$ cat src/rtl/ras_pkg.sv
// Shared types for the return-address-stack controller: FSM state, stack command bundle,
// statistics counter width and a saturating-add helper.
package ras_pkg;

    localparam int STAT_W = 16;

    typedef enum logic [1:0] {
        IDLE    = 2'd0,
        SPEC    = 2'd1,
        RECOVER = 2'd2
    } ras_ctrl_state_e;

    typedef struct packed {
        logic push;
        logic pop;
        logic branch;
        logic close_valid;
        logic close_invalid;
    } ras_cmd_t;

    function automatic logic [STAT_W-1:0] sat_add(input logic [STAT_W-1:0] a, input logic [1:0] inc);
        logic [STAT_W:0] sum;
        sum = {1'b0, a} + {{(STAT_W-1){1'b0}}, inc};
        return sum[STAT_W] ? {STAT_W{1'b1}} : sum[STAT_W-1:0];
    endfunction

endpackage

$ cat src/rtl/ras_ctrl_stats.sv
// Saturating statistics counter bank for ras_ctrl; only instantiated when
// RAS_CTRL_STATS_EN is defined.
module ras_ctrl_stats
    import ras_pkg::*;
(
    input  logic              clk,
    input  logic              reset,
    input  logic              inc_calls,
    input  logic              inc_rets,
    input  logic [1:0]        inc_drops,
    input  logic              inc_recovers,
    output logic [STAT_W-1:0] stat_calls,
    output logic [STAT_W-1:0] stat_rets,
    output logic [STAT_W-1:0] stat_drops,
    output logic [STAT_W-1:0] stat_recovers
);

    always_ff @(posedge clk or negedge reset) begin
        if (!reset) begin
            stat_calls    <= '0;
            stat_rets     <= '0;
            stat_drops    <= '0;
            stat_recovers <= '0;
        end else begin
            stat_calls    <= sat_add(stat_calls, {1'b0, inc_calls});
            stat_rets     <= sat_add(stat_rets, {1'b0, inc_rets});
            stat_drops    <= sat_add(stat_drops, inc_drops);
            stat_recovers <= sat_add(stat_recovers, {1'b0, inc_recovers});
        end
    end

endmodule

$ cat src/rtl/ras_ctrl.sv
// Initiator-side return address stack controller: turns call/return/branch fetch events and
// execute resolutions into stack commands. Statistics counters exist only with RAS_CTRL_STATS_EN.
module ras_ctrl
    import ras_pkg::*;
#(
    parameter int WIDTH   = 32,
    parameter int DEPTH   = 16,
    parameter int RET_OFS = 4
) (
    input  logic                       clk,
    input  logic                       reset,
    input  logic                       f_valid,
    output logic                       f_ready,
    input  logic [WIDTH-1:0]           f_pc,
    input  logic                       f_is_call,
    input  logic                       f_is_ret,
    input  logic                       f_is_branch,
    output logic                       pred_valid,
    output logic [WIDTH-1:0]           pred_target,
    input  logic                       res_valid,
    input  logic                       res_mispredict,
    output logic                       ras_push,
    output logic                       ras_pop,
    output logic                       ras_branch,
    output logic                       ras_close_valid,
    output logic                       ras_close_invalid,
    output logic [WIDTH-1:0]           ras_din,
    input  logic [WIDTH-1:0]           ras_dout,
    input  logic                       ras_empty,
    output logic [STAT_W-1:0]          stat_calls,
    output logic [STAT_W-1:0]          stat_rets,
    output logic [STAT_W-1:0]          stat_drops,
    output logic [STAT_W-1:0]          stat_recovers,
    output ras_ctrl_state_e            dbg_state,
    output logic [$clog2(DEPTH)-1:0]   dbg_occ
);

    localparam int                OCC_W   = $clog2(DEPTH);
    localparam logic [OCC_W-1:0]  OCC_MAX = OCC_W'(DEPTH - 1);
    localparam logic [OCC_W-1:0]  OCC_ONE = OCC_W'(1);

    ras_ctrl_state_e  state_q;
    logic [OCC_W-1:0] occ_q, occ_d, ckpt_q;
    ras_cmd_t         cmd;
    logic             accept, res_ok, res_bad;

    // Fetch handshake: a slot transfers in any cycle where f_valid && f_ready; f_ready does not
    // depend on f_valid except to stall a second branch while one is still unresolved.
    always_comb begin
        res_ok  = (state_q == SPEC) && res_valid && !res_mispredict;
        res_bad = (state_q == SPEC) && res_valid && res_mispredict;
        f_ready = reset && ((state_q == IDLE) ||
                  ((state_q == SPEC) && !(f_valid && f_is_branch) && !res_bad));
        accept  = f_valid && f_ready;

        cmd               = '0;
        cmd.push          = accept && f_is_call && (occ_q < OCC_MAX);
        cmd.pop           = accept && f_is_ret && (occ_q != '0) && !ras_empty;
        cmd.branch        = accept && f_is_branch;
        cmd.close_valid   = res_ok;
        cmd.close_invalid = res_bad;

        occ_d = occ_q;
        if (cmd.push && !cmd.pop)
            occ_d = occ_q + OCC_ONE;
        else if (cmd.pop && !cmd.push)
            occ_d = occ_q - OCC_ONE;
    end

    always_ff @(posedge clk or negedge reset) begin
        if (!reset) begin
            state_q    <= IDLE;
            occ_q      <= '0;
            ckpt_q     <= '0;
            pred_valid <= 1'b0;
        end else begin
            pred_valid <= cmd.pop;
            occ_q      <= occ_d;
            case (state_q)
                IDLE: begin
                    if (cmd.branch) begin
                        ckpt_q  <= occ_d;
                        state_q <= SPEC;
                    end
                end
                SPEC: begin
                    if (res_ok) begin
                        state_q <= IDLE;
                    end else if (res_bad) begin
                        occ_q   <= ckpt_q;
                        state_q <= RECOVER;
                    end
                end
                RECOVER: state_q <= IDLE;
                default: state_q <= IDLE;
            endcase
        end
    end

    // Stack read data is only meaningful the cycle after a pop.
    assign pred_target       = pred_valid ? ras_dout : '0;
    assign ras_push          = cmd.push;
    assign ras_pop           = cmd.pop;
    assign ras_branch        = cmd.branch;
    assign ras_close_valid   = cmd.close_valid;
    assign ras_close_invalid = cmd.close_invalid;
    assign ras_din           = cmd.push ? (f_pc + WIDTH'(RET_OFS)) : '0;
    assign dbg_state         = state_q;
    assign dbg_occ           = occ_q;

`ifdef RAS_CTRL_STATS_EN
    logic call_acc, ret_acc;
    assign call_acc = accept && f_is_call;
    assign ret_acc  = accept && f_is_ret;

    ras_ctrl_stats u_stats (
        .clk           (clk),
        .reset         (reset),
        .inc_calls     (call_acc),
        .inc_rets      (ret_acc),
        .inc_drops     ({1'b0, call_acc && !cmd.push} + {1'b0, ret_acc && !cmd.pop}),
        .inc_recovers  (res_bad),
        .stat_calls    (stat_calls),
        .stat_rets     (stat_rets),
        .stat_drops    (stat_drops),
        .stat_recovers (stat_recovers)
    );
`else
    assign stat_calls    = '0;
    assign stat_rets     = '0;
    assign stat_drops    = '0;
    assign stat_recovers = '0;
`endif

endmodule

$ cat config.mk
export PLATFORM = sky130hd
export DESIGN_NAME = ras_ctrl
export DESIGN_NICKNAME = d
export VERILOG_FILES = /design/src/rtl/ras_pkg.sv /design/src/rtl/ras_ctrl_stats.sv /design/src/rtl/ras_ctrl.sv
export SDC_FILE = /design/constraint.sdc
export NUM_CORES = 1
export LEC_CHECK = 0
export ABC_AREA = 1
export BUFFER_PORTS_ARGS = -buffer_cell sky130_fd_sc_hd__buf_2
export CAP_MARGIN = 20
export CORE_MARGIN = 4
export CORE_UTILIZATION = 30
export CTS_BUF_LIST = sky130_fd_sc_hd__clkbuf_16
export DETAILED_ROUTE_END_ITERATION = 12
export PLACE_DENSITY = 0.69
export SLEW_MARGIN = 25
export SYNTH_ARGS = -nofsm -noshare
export SYNTH_HDL_FRONTEND = slang
export SYNTH_SLANG_ARGS = --single-unit
$ cat constraint.sdc
create_clock -name clk -period 2 [get_ports clk]
set_clock_uncertainty 0.2 [all_clocks]
set_input_delay 0.4 -clock clk [delete_from_list [all_inputs] [get_ports clk]]
set_output_delay 0.4 -clock clk [all_outputs]
set_load 0.01 [all_outputs]
* Word level (Yosys, flattened, before mapping)
Cells that the tools add are included.
Operators by class: reductions and logical operators 27, order comparisons 1, $add $sub $neg 3, equal/unequal tests 3, multiplexer cells 11
Operators by type and width (count):
- $mux 32 | 2
- $add 32x3->32 const B | 1
- $mux 4 | 5
- $logic_and 1x1->1 | 16
- $logic_not 1->1 | 6
- $mux 2 | 3
- $add 4x1->4 const B | 1
- $lt 4x4->1 const B | 1
- $pmux 2 s2 | 1
- $reduce_and 2->1 | 2
- $reduce_bool 4->1 | 1
- $sub 4x1->4 const B | 1
- $ne 3x3->1 const B | 1
- $eq 2x1->1 const B | 1
- $logic_not 2->1 | 1
- $ne 2x2->1 const B | 1
- $logic_or 1x1->1 | 1
Word-level totals: input bits 73, bits in registers 11, logic and storage cells 49, output and inout bits 141

* Longest topological paths before layout
Gate-level depths: netlist of the first run.
word-level depth 17, depth in mapped cells 13, gate-level depth less buffers 13

* Worst setup path after synthesis of the first run
No wires, ideal clock.
kind flip-flop to output port, start reg occ_q[0], in the netlist dbg_occ[0], end out ras_din[30], required time 1400 ps, path buffers 2, stages on the path, launching flop included 9, arrival time 1647 ps, path slack -247 ps, path through dfrtp_1 ha_1 nand3_1 nand2_1 inv_1 nand4_2 buf_6 buf_2 nor3_1
Between the ends: cells in the longest elaborated chain, start to end 3
Ends and longest elaborated chain:
- from (decl) | line ras_ctrl.sv:43 | logic [OCC_W-1:0] occ_q, occ_d, ckpt_q;
- from (signal assigned) | line ras_ctrl.sv:90 | occ_q <= ckpt_q;
- $lt 4x4->1 | line ras_ctrl.sv:57 | cmd.push = accept && f_is_call && (occ_q < OCC_MAX);
- $logic_and 1x1->1 | line ras_ctrl.sv:57
- $mux 32 | line ras_ctrl.sv:107 | assign ras_din = cmd.push ? (f_pc + WIDTH'(RET_OFS)) : '0;
- to (decl) | line ras_ctrl.sv:27 | output logic [WIDTH-1:0] ras_din,
Every way passes these cells.

* Worst setup path after layout of the first run
start reg occ_q[0], in the netlist dbg_occ[0], end out ras_din[18]
Same word-level chain as after synthesis.

==> qor.csv, run 1 <==
stage,metric,value,unit
synth,top_reg_cell synth,dfrtp_1,
global_route,first-pass GRT wire length,15300,um
cts,Clock Tree Buf Depth,2,
cells_and_area,share of layout cells above drive strength 1,58.9,%
cells_and_area,Post-Layout Cell Count,793,
flow_run,max cap viols,0,
detailed_routing,total number of vias,3456,
global_route,GR Util All Layers,19.0,%
synth,post-synthesis register bit count,11,
timing,Max Fclk,0.413,GHz
cts,CTS Buf Count,3,
cells_and_area,Layout area overhead,109,%
timing,Slew HR,65.7,%
floorplanning,num ports,214,
setup_path,CP Data Required Time,1.40,ns
synth,Netlist Area Pre-Place,2400,um^2
cts,CTS clock-pin slew for the worst setup and hold paths,0.04,ns
global_route,largest net degree at the start of global routing,34,
outcome,outcome,finished with violations,
detailed_routing,DRC,0,
power,Cell Pwr Density,463,nW/um^2
cells_and_area,Nets,768,
detailed_routing,mean number of vias per cell,4.36,
cells_and_area,post-layout util,64.4,%
timing,Max Slew Vio Count,0,
synth,syn avg cell area,5.63,um^2
floorplanning,Die Y,97.4,um
floorplanning,row cnt,32,
cells_and_area,fill cell count,662,
worst_hold_path,HP Class,flop to flop,
floorplanning,die area,9480,um^2
cells_and_area,"most common cell after layout, fill and taps aside",buf_2,
floorplanning,Core Box Area,7770,um^2
placed_design,dpl hpwl,7990,um
detailed_routing,Iter 0 DRT Violations,105,
synth,Cell variety after synth,31,
synth,fraction of registers with async set/reset,100,%
timing,Tcrit/Tclk final,121,%
placed_design,DP Worst Slack,-0.427,ns
cts,CTS HTree Levels,1,
cts,clock root buffer,clkbuf_16,
setup_path,Setup Crit Path Kind,flop to output pin,
detailed_routing,Antenna Nets Post-Route,0,
synth,sequential share of the synthesized area,11.5,%
setup_path,CP Capture Type,output pin,
placed_design,RD Place Congestion,0.928,
timing,setup ws final,-0.421,ns
synth,Cells after Synth,426,
setup_path,Critical Path Fanout Max,5,
detailed_routing,Avg WL per Cell,13.5,um
cts,TritonCTS Sinks,11,
placed_design,PortBufs,149,
cells_and_area,most frequent cells in the layout,"119 x buf_2, 92 x nand2_1, 91 x buf_4, 64 x conb_1, 60 x inv_1",
global_route,GR Overflow Total,0,
detailed_routing,DR pass1 iterations,4,
synth,"EDFF count, synth",0,
cells_and_area,diode count,0,
timing,Fin. Hold Viols,0,
timing,measured slew at the worst slew-check pin,0.512,ns
setup_path,critical path launch point type,flop,
placed_design,Inst Count DP,752,
power,Worst VDD drop,0.000715,V
global_route,initial antenna violation count,0,
floorplanning,Initial Util,30.9,%
global_route,vias in the first global route,3166,
timing,Final Critical Period,2.42,ns
timing,final setup vio count,43,
outcome,failing checks,setup timing,
detailed_routing,WL final,10700,um
cts,CTS tree,done,
timing,unrepaired setup endpoints after global routing,yes,
cts,Skew-Pair Late Insertion Delay,0.24,ns
power,Leakage,0.00298,uW
setup_path,CP arrival,1.82,ns
synth,Ys Warns,0,
floorplanning,die width,97.4,um
kinds of logic (layout without fill, tap and decap cells):
logic type | Yosys count | after routing | synth area share (%)
XOR/XNOR | 12 | 12 | 4.38
flip-flops | 11 | 11 | 11.5
adder cells (fa/ha/maj) | 3 | 3 | 1.57
other | 1 | 64 | 0.156
AND/OR/NAND/NOR | 235 | 235 | 44.6
AO/OA/AOI/OAI | 20 | 20 | 4.70
buffers and inverters | 144 | 346 | 33.1
where the power goes:
group / switching (uW) / leakage, uW / internal, uW / total (uW)
Combinational: 820 / 0.00279 / 747 / 1570
Clock: 97.8 / 0.0000423 / 262 / 360
Sequential: 68.1 / 0.000139 / 317 / 385
cell type report:
type                    count  area (um^2)  share of cell area (%)
clock buffers               3         75.1                    1.50
clock inverters             1         3.75                  0.0751
inverters                  73          282                    5.63
multi-input cells         334         2270                    45.3
flip-flops and latches     11          278                    5.56
well taps                 102          128                    2.55
repair buffers            269         1970                    39.4
sequential cells by signal, summed over array words and instances (netlist names):
| signal | flops |
|---|---|
| pred_valid | 1 |
| dbg_occ | 4 |
| dbg_state | 2 |
| ckpt_q | 4 |
cell usage after synthesis, types with 5 or more instances:
master | number | area [um^2]
a21oi_1 | 9 | 45.0
buf_4 | 65 | 488
dfrtp_1 | 11 | 275
inv_1 | 70 | 263
nand2_1 | 119 | 447
nand2_2 | 5 | 31.3
nand3_1 | 22 | 110
nand4_1 | 8 | 50.1
nor2_1 | 41 | 154
nor2_2 | 7 | 43.8
nor3_1 | 15 | 75.1
nor4_1 | 7 | 43.8
o21ai_0 | 5 | 25.0
xor2_1 | 9 | 78.8
path summary, 6_finish.rpt:
kind,start,to,slack (ns),depth (start not counted)
max,dbg_occ[0]$_DFF_PN0_,ras_din[18],-0.42,9
min,ckpt_q[2]$_DFFE_PN0P_,dbg_occ[2]$_DFF_PN0_,0.27,2
max reg2reg,dbg_occ[0]$_DFF_PN0_,dbg_occ[0]$_DFF_PN0_,-0.06,14
min reg2reg,ckpt_q[2]$_DFFE_PN0P_,dbg_occ[2]$_DFF_PN0_,0.27,2
max in group asynchronous,reset,dbg_occ[1]$_DFF_PN0_,0.55,3
min in group asynchronous,reset,ckpt_q[0]$_DFFE_PN0P_,0.67,3
through the flow:
stage	setup TNS [ns]	hold slack (ns)	cell area (um^2)	power, uW
after floorplan	-0.0815	-0.0956	2760	1060
after global placement	-6.80	0.206	3720	1480
after detailed placement	-7.19	0.208	3720	1500
after CTS	-9.16	0.276	4150	1950
after global routing	-14.19	0.298	5000	2470
final	-10.86	0.272	5000	2310
what timing repair did:
item,CTS,global route
hold buffers,1,0
pin swaps,18,52
gates cloned,0,1
gates resized for setup,55,165
buffers inserted,16,21
hold endpoints to repair,11,0
endpoints found under the setup margin,42,44
routing by layer:
layer / global-route usage [%] / vias up / wire length, um
li1: - / 1715 / -
met1: 23.6 / 1589 / 4110
met2: 36.0 / 137 / 5820
met3: 1.58 / 15 / 670
met4: 3.41 / 0 / 115
met5: 0 / - / 0
worst max-delay path: stages, from the launching register on:
cell and delay [ns]:
dfrtp_2 0.42, ha_4 0.17, nand3_2 0.07, nand2_2 0.06, inv_2 0.08, nand4_4 0.16
buf_6 0.20, buf_8 0.13, nor3_2 0.14, buf_2 0.15
No activity file was read; power rests on OpenSTA's default activity.
==> run 2, diff against run 1 <==
Settings changed: ABC_AREA 1 to not set, PLACE_DENSITY 0.69 to 0.72.
==> qor.csv, run 2 <==
stage,metric,value,unit
outcome,outcome,finished with violations,
outcome,failing checks,setup timing,
cts,CTS clock-pin slew for the worst setup and hold paths,0.04,ns
cells_and_area,Nets,579,
setup_path,Setup Crit Path Kind,flop to output pin,
power,Worst VDD drop,0.000617,V
setup_path,"reg-to-reg slack, setup",-0.16,ns
setup_path,Critical Path Fanout Max,5,
setup_path,CP Capture Type,output pin,
timing,Max Fclk,0.410,GHz
cts,clock root buffer,clkbuf_16,
synth,Synth area leaders,"buf_4 23%, dfrtp_1 13%, and2_1 11%, xor2_1 8.7%, nor2_1 6.7%",
synth,Cell variety after synth,43,
timing,Final Critical Period,2.44,ns
timing,setup ws final,-0.440,ns
global_route,vias in the first global route,2516,
timing,Fin. Hold Viols,0,
timing,final setup vio count,42,
synth,post-synth top area share,22.7,%
global_route,GR Overflow Total,0,
setup_path,CP endpoint,ras_din[21],
synth,top_reg_cell synth,dfrtp_1,
detailed_routing,DRC,0,
synth,post-synthesis register bit count,11,
detailed_routing,DR pass1 iterations,5,
floorplanning,Initial Util,30.9,%
synth,"EDFF count, synth",0,
detailed_routing,Avg WL per Cell,13.1,um
floorplanning,row cnt,30,
placed_design,RD Place Congestion,0.868,
global_route,largest net degree at the start of global routing,34,
detailed_routing,mean number of vias per cell,4.29,
cells_and_area,fin area,3790,um^2
global_route,initial antenna violation count,0,
floorplanning,die width,91.9,um
cts,TritonCTS Sinks,11,
setup_path,Setup crit start,dbg_state[1]$_DFFE_PN0P_,
global_route,GR Util All Layers,16.8,%
power,Leakage,0.00198,uW
cells_and_area,share of layout cells above drive strength 1,55.4,%
synth,Ys Warns,0,
detailed_routing,Iter 0 DRT Violations,33,
synth,Netlist Area Pre-Place,2110,um^2
timing,Tcrit/Tclk final,122,%
detailed_routing,Antenna Nets Post-Route,0,
flow_run,max cap viols,0,
setup_path,RR Startpoint,dbg_occ[0]$_DFF_PN0_,
cells_and_area,Layout area overhead,79.5,%
detailed_routing,WL final,7840,um
cells_and_area,most frequent cells in the layout,"126 x buf_2, 64 x conb_1, 56 x buf_4, 37 x and2_1, 26 x nor2_4",
cts,CTS Buf Count,3,
placed_design,PortBufs,149,
setup_path,Worst path slowest cell,dfrtp_1,
setup_path,critical path launch point type,flop,
floorplanning,Core Box Area,6830,um^2
worst_hold_path,hold depth,3,
cells_and_area,fill cell count,621,
cts,Skew-Pair Late Insertion Delay,0.24,ns
setup_path,worst path cell trace,"nand2b_4, a211o_1, or2_4, or3_4, nand2_2, buf_6",
setup_path,max incr delay on CP,0.38,ns
power,Cell Pwr Density,517,nW/um^2
cells_and_area,"most common cell after layout, fill and taps aside",buf_2,
placed_design,Placed Area,3350,um^2
synth,synth cell count leaders,"64 x buf_4, 38 x nor2_1, 37 x and2_1",
synth,fraction of registers with async set/reset,100,%
timing,unrepaired setup endpoints after global routing,yes,
worst_hold_path,HP Class,input port to flop,
synth,most common cell in the netlist,buf_4,
floorplanning,num ports,214,
floorplanning,die area,8450,um^2
placed_design,dpl hpwl,6580,um
cells_and_area,diode count,0,
setup_path,CP Depth,6,
cts,CTS HTree Levels,1,
synth,sequential share of the synthesized area,13.0,%
cts,CTS tree,done,
setup_path,RR Endpoint,dbg_occ[3]$_DFF_PN0_,
setup_path,R2R depth,9,
synth,Cells after Synth,297,
setup_path,WP buf/inv,1,
floorplanning,Die Y,91.9,um
setup_path,CP Data Required Time,1.40,ns
cts,Clock Tree Buf Depth,2,
global_route,first-pass GRT wire length,12000,um
setup_path,Top delay family on crit path,simple AND/OR/NAND/NOR gates,
synth,syn avg cell area,7.12,um^2
timing,Max Slew Vio Count,0,
setup_path,CP arrival,1.84,ns
detailed_routing,total number of vias,2566,
cells_and_area,post-layout util,55.5,%
synth,"area leader, netlist",buf_4,
run 2: cell types whose count changed in the layout (fill, tap and decap cells not counted), moves of 5 or more:
cell	before	now
nor2_2	14	1
and2_1	0	37
nand3_2	7	2
buf_6	47	24
nand2_4	11	0
inv_2	12	1
nand2_1	92	17
nor3_4	9	0
inv_1	60	7
nand2_2	20	3
xor2_1	6	18
buf_2	119	126
buf_4	91	56
run 2: worst min-delay path by stage:
| stage | startpoint | end | slack [ns] |
|---|---|---|---|
| after floorplan | reset | ckpt_q[0]$_DFFE_PN0P_ | -0.1 |
| after global placement | reset | ckpt_q[2]$_DFFE_PN0P_ | 0.19 |
| after detailed placement | reset | ckpt_q[2]$_DFFE_PN0P_ | 0.19 |
| after CTS | res_valid | dbg_state[0]$_DFFE_PN0P_ | 0.26 |
| after global routing | res_valid | dbg_state[0]$_DFFE_PN0P_ | 0.27 |
| final | res_valid | dbg_state[0]$_DFFE_PN0P_ | 0.26 |
run 2: worst min-delay path, stage by stage:
cell	delay, ns
buf_2	0.09
buf_4	0.11
o21bai_1	0.06
run 2: metal layers:
metal	up-vias	routed length, um	GRT usage [%]
met5	-	0	0
met1	1198	2900	20.1
met2	88	4400	31.9
met4	0	176	4.33
met3	16	365	1.31
li1	1264	-	-
run 2: cell type report:
| class | count | area, um^2 | share of cell area (%) |
|---|---|---|---|
| clock buffer | 3 | 75.1 | 1.98 |
| clock inverter | 1 | 3.75 | 0.0989 |
| inverter | 9 | 38.8 | 1.02 |
| multi-input combinational | 267 | 1880 | 49.4 |
| sequential | 11 | 279 | 7.35 |
| tap | 96 | 120 | 3.17 |
| timing repair buffer | 211 | 1400 | 36.9 |
run 2: cells by family after synthesis:
family / Yosys count / synth area share (%)
AOI/OAI and AO/OA: 24 / 7.52
xor gates and xnor gates: 27 / 11.2
adders and majority gates: 3 / 1.78
buffers and inverters: 82 / 26.8
DFF: 11 / 13.0
muxes: 4 / 1.89
other: 1 / 0.177
and+or+nand+nor: 145 / 37.6
run 2: repair_timing:
item | in CTS | in global routing
hold endpoints to repair | 11 | 0
setup endpoints to repair | 43 | 76
hold buffers | 1 | 0
buffers inserted | 4 | 1
pin swaps | 10 | 7
gates resized for setup | 40 | 30
run 2: through the flow:
| stage | worst slack [ns] | hold WS, ns | cells | total power, uW | TNS (ns) |
|---|---|---|---|---|---|
| 6_report | -0.440 | 0.260 | 598 | 1960 | -12.59 |
| 5_1_grt | -0.494 | 0.268 | 598 | 2090 | -15.18 |
| 4_1_cts | -0.472 | 0.262 | 598 | 1860 | -13.50 |
| 3_5_place_dp | -0.425 | 0.192 | 589 | 1340 | -10.99 |
| 3_3_place_gp | -0.425 | 0.187 | 589 | 1310 | -10.25 |
| 2_1_floorplan | -0.247 | -0.0956 | 360 | 1020 | -5.82 |
run 2: where the power goes:
part	switching (uW)	internal, uW	total, uW
clock	96.7	262	359
combinational	648	616	1260
sequential	49.2	291	340
==> run 3, diff against run 2 <==
Settings changed: BUFFER_PORTS_ARGS -buffer_cell sky130_fd_sc_hd__buf_2 to not set, DONT_BUFFER_PORTS set to 1, PLACE_DENSITY 0.72 to not set.
==> qor.csv, run 3 (same netlist as run 2, synthesis figures left out) <==
stage,metric,value,unit
outcome,outcome,finished with violations,
outcome,failing checks,setup timing,
flow_run,max cap viols,0,
placed_design,Inst Count DP,413,
timing,Max Slew Vio Count,0,
cts,Clock Tree Buf Depth,2,
setup_path,Critical Path Fanout Max,4,
setup_path,CP arrival,1.75,ns
setup_path,Setup Crit Path Kind,flop to output pin,
detailed_routing,total number of vias,1886,
global_route,vias in the first global route,1710,
cells_and_area,"most common cell after layout, fill and taps aside",conb_1,
power,Cell Pwr Density,644,nW/um^2
global_route,largest net degree at the start of global routing,34,
setup_path,CP Capture Type,output pin,
cts,clock root buffer,clkbuf_16,
timing,setup ws final,-0.346,ns
detailed_routing,DR pass1 iterations,4,
timing,Fin. Hold Viols,0,
floorplanning,die width,91.9,um
setup_path,critical path launch point type,flop,
power,Leakage,0.00111,uW
floorplanning,Initial Util,30.9,%
placed_design,PortBufs,0,
floorplanning,Die Y,91.9,um
cells_and_area,most frequent cells in the layout,"64 x conb_1, 34 x and2_1, 27 x nor2_4, 26 x buf_4, 21 x xor2_1",
power,Tot Pwr,1720,uW
timing,Final Critical Period,2.35,ns
cells_and_area,Post-Layout Cell Count,419,
detailed_routing,Iter 0 DRT Violations,32,
cts,CTS Buf Count,3,
floorplanning,die area,8450,um^2
global_route,GR Overflow Total,0,
worst_hold_path,HP Class,input port to flop,
cts,CTS clock-pin slew for the worst setup and hold paths,0.04,ns
floorplanning,num ports,214,
cts,TritonCTS Sinks,11,
setup_path,Top delay family on crit path,simple AND/OR/NAND/NOR gates,
placed_design,DP Worst Slack,-0.198,ns
global_route,initial antenna violation count,0,
timing,Slew HR,64.6,%
setup_path,worst path cell trace,"nand2b_4, a211o_1, or2_4, or3_4, nand2_4",
floorplanning,row cnt,30,
setup_path,Worst path slowest cell,or3_4,
cells_and_area,Nets,400,
detailed_routing,DRC,0,
detailed_routing,Antenna Nets Post-Route,0,
setup_path,CP Data Required Time,1.40,ns
cells_and_area,Layout area overhead,26.1,%
placed_design,dpl hpwl,5580,um
timing,unrepaired setup endpoints after global routing,yes,
cells_and_area,share of layout cells above drive strength 1,30.7,%
setup_path,max incr delay on CP,0.38,ns
cells_and_area,fill cell count,717,
setup_path,WP buf/inv,0,
cts,CTS tree,done,
detailed_routing,mean number of vias per cell,4.50,
placed_design,RD Place Congestion,0.806,
cts,Skew-Pair Late Insertion Delay,0.24,ns
cells_and_area,register area,278,um^2
cts,CTS HTree Levels,1,
cells_and_area,multi-input logic area,1870,um^2
timing,Tcrit/Tclk final,117,%
global_route,GR Util All Layers,13.9,%
detailed_routing,WL final,6580,um
floorplanning,Core Box Area,6830,um^2
timing,setup TNS,-8.98,ns
cells_and_area,diode count,0,
detailed_routing,Avg WL per Cell,15.7,um
timing,Max Fclk,0.426,GHz
global_route,first-pass GRT wire length,9490,um
power,Worst VDD drop,0.000484,V
timing,measured slew at the worst slew-check pin,0.530,ns
timing,final setup vio count,42,
==> run 3: per-stage QoR <==
step / instance area [um^2] / hold slack, ns / utilization (%)
final: 2660 / 0.0636 / 39.0
after global routing: 2660 / 0.0615 / 39.0
after CTS: 2580 / 0.0596 / 37.7
after detailed placement: 2410 / -0.0953 / 35.3
after global placement: 2410 / -0.0952 / 35.3
after floorplan: 2610 / -0.0956 / -
==> run 3: timing repair <==
item / in CTS / in global routing
hold endpoints to repair: 11 / 0
pin swaps: 12 / 14
buffers inserted: 2 / 1
hold buffers: 1 / 0
endpoints found under the setup margin: 41 / 44
resized for setup: 19 / 20
==> run 3: power breakdown <==
group	total (uW)	switching (uW)	internal, uW
combinational	1000	554	450
clock	373	109	263
sequential	340	49.0	291
==> run 3: path summary, 6_finish.rpt <==
check / endpoint / depth (start not counted) / slack, ns / start
min reg2reg: dbg_occ[2]$_DFF_PN0_ / 2 / 0.30 / ckpt_q[2]$_DFFE_PN0P_
max: ras_din[21] / 5 / -0.35 / dbg_state[1]$_DFFE_PN0P_
min in group asynchronous: ckpt_q[3]$_DFFE_PN0P_ / 1 / 0.38 / reset
min: dbg_state[0]$_DFFE_PN0P_ / 1 / 0.06 / res_valid
max reg2reg: ckpt_q[3]$_DFFE_PN0P_ / 9 / -0.15 / dbg_occ[0]$_DFF_PN0_
max in group asynchronous: dbg_occ[0]$_DFF_PN0_ / 1 / 0.84 / reset
==> run 3: cell type report <==
class	count	share of cell area, %
timing repair buffer	32	10.5
multi-input combinational	267	70.1
inverter	9	1.55
clock inverter	1	0.141
clock buffer	3	2.82
tap	96	4.51
sequential	11	10.4
==> run 3: metal layers <==
metal  track usage (%)  part of all wire (%)  vias to the layer above
met4              3.71                   1.7                        0
met3              5.50                   9.4                        9
li1                  -                     -                      906
met5                 0                     0                        -
met1              16.9                    37                      897
met2              22.8                    51                       74
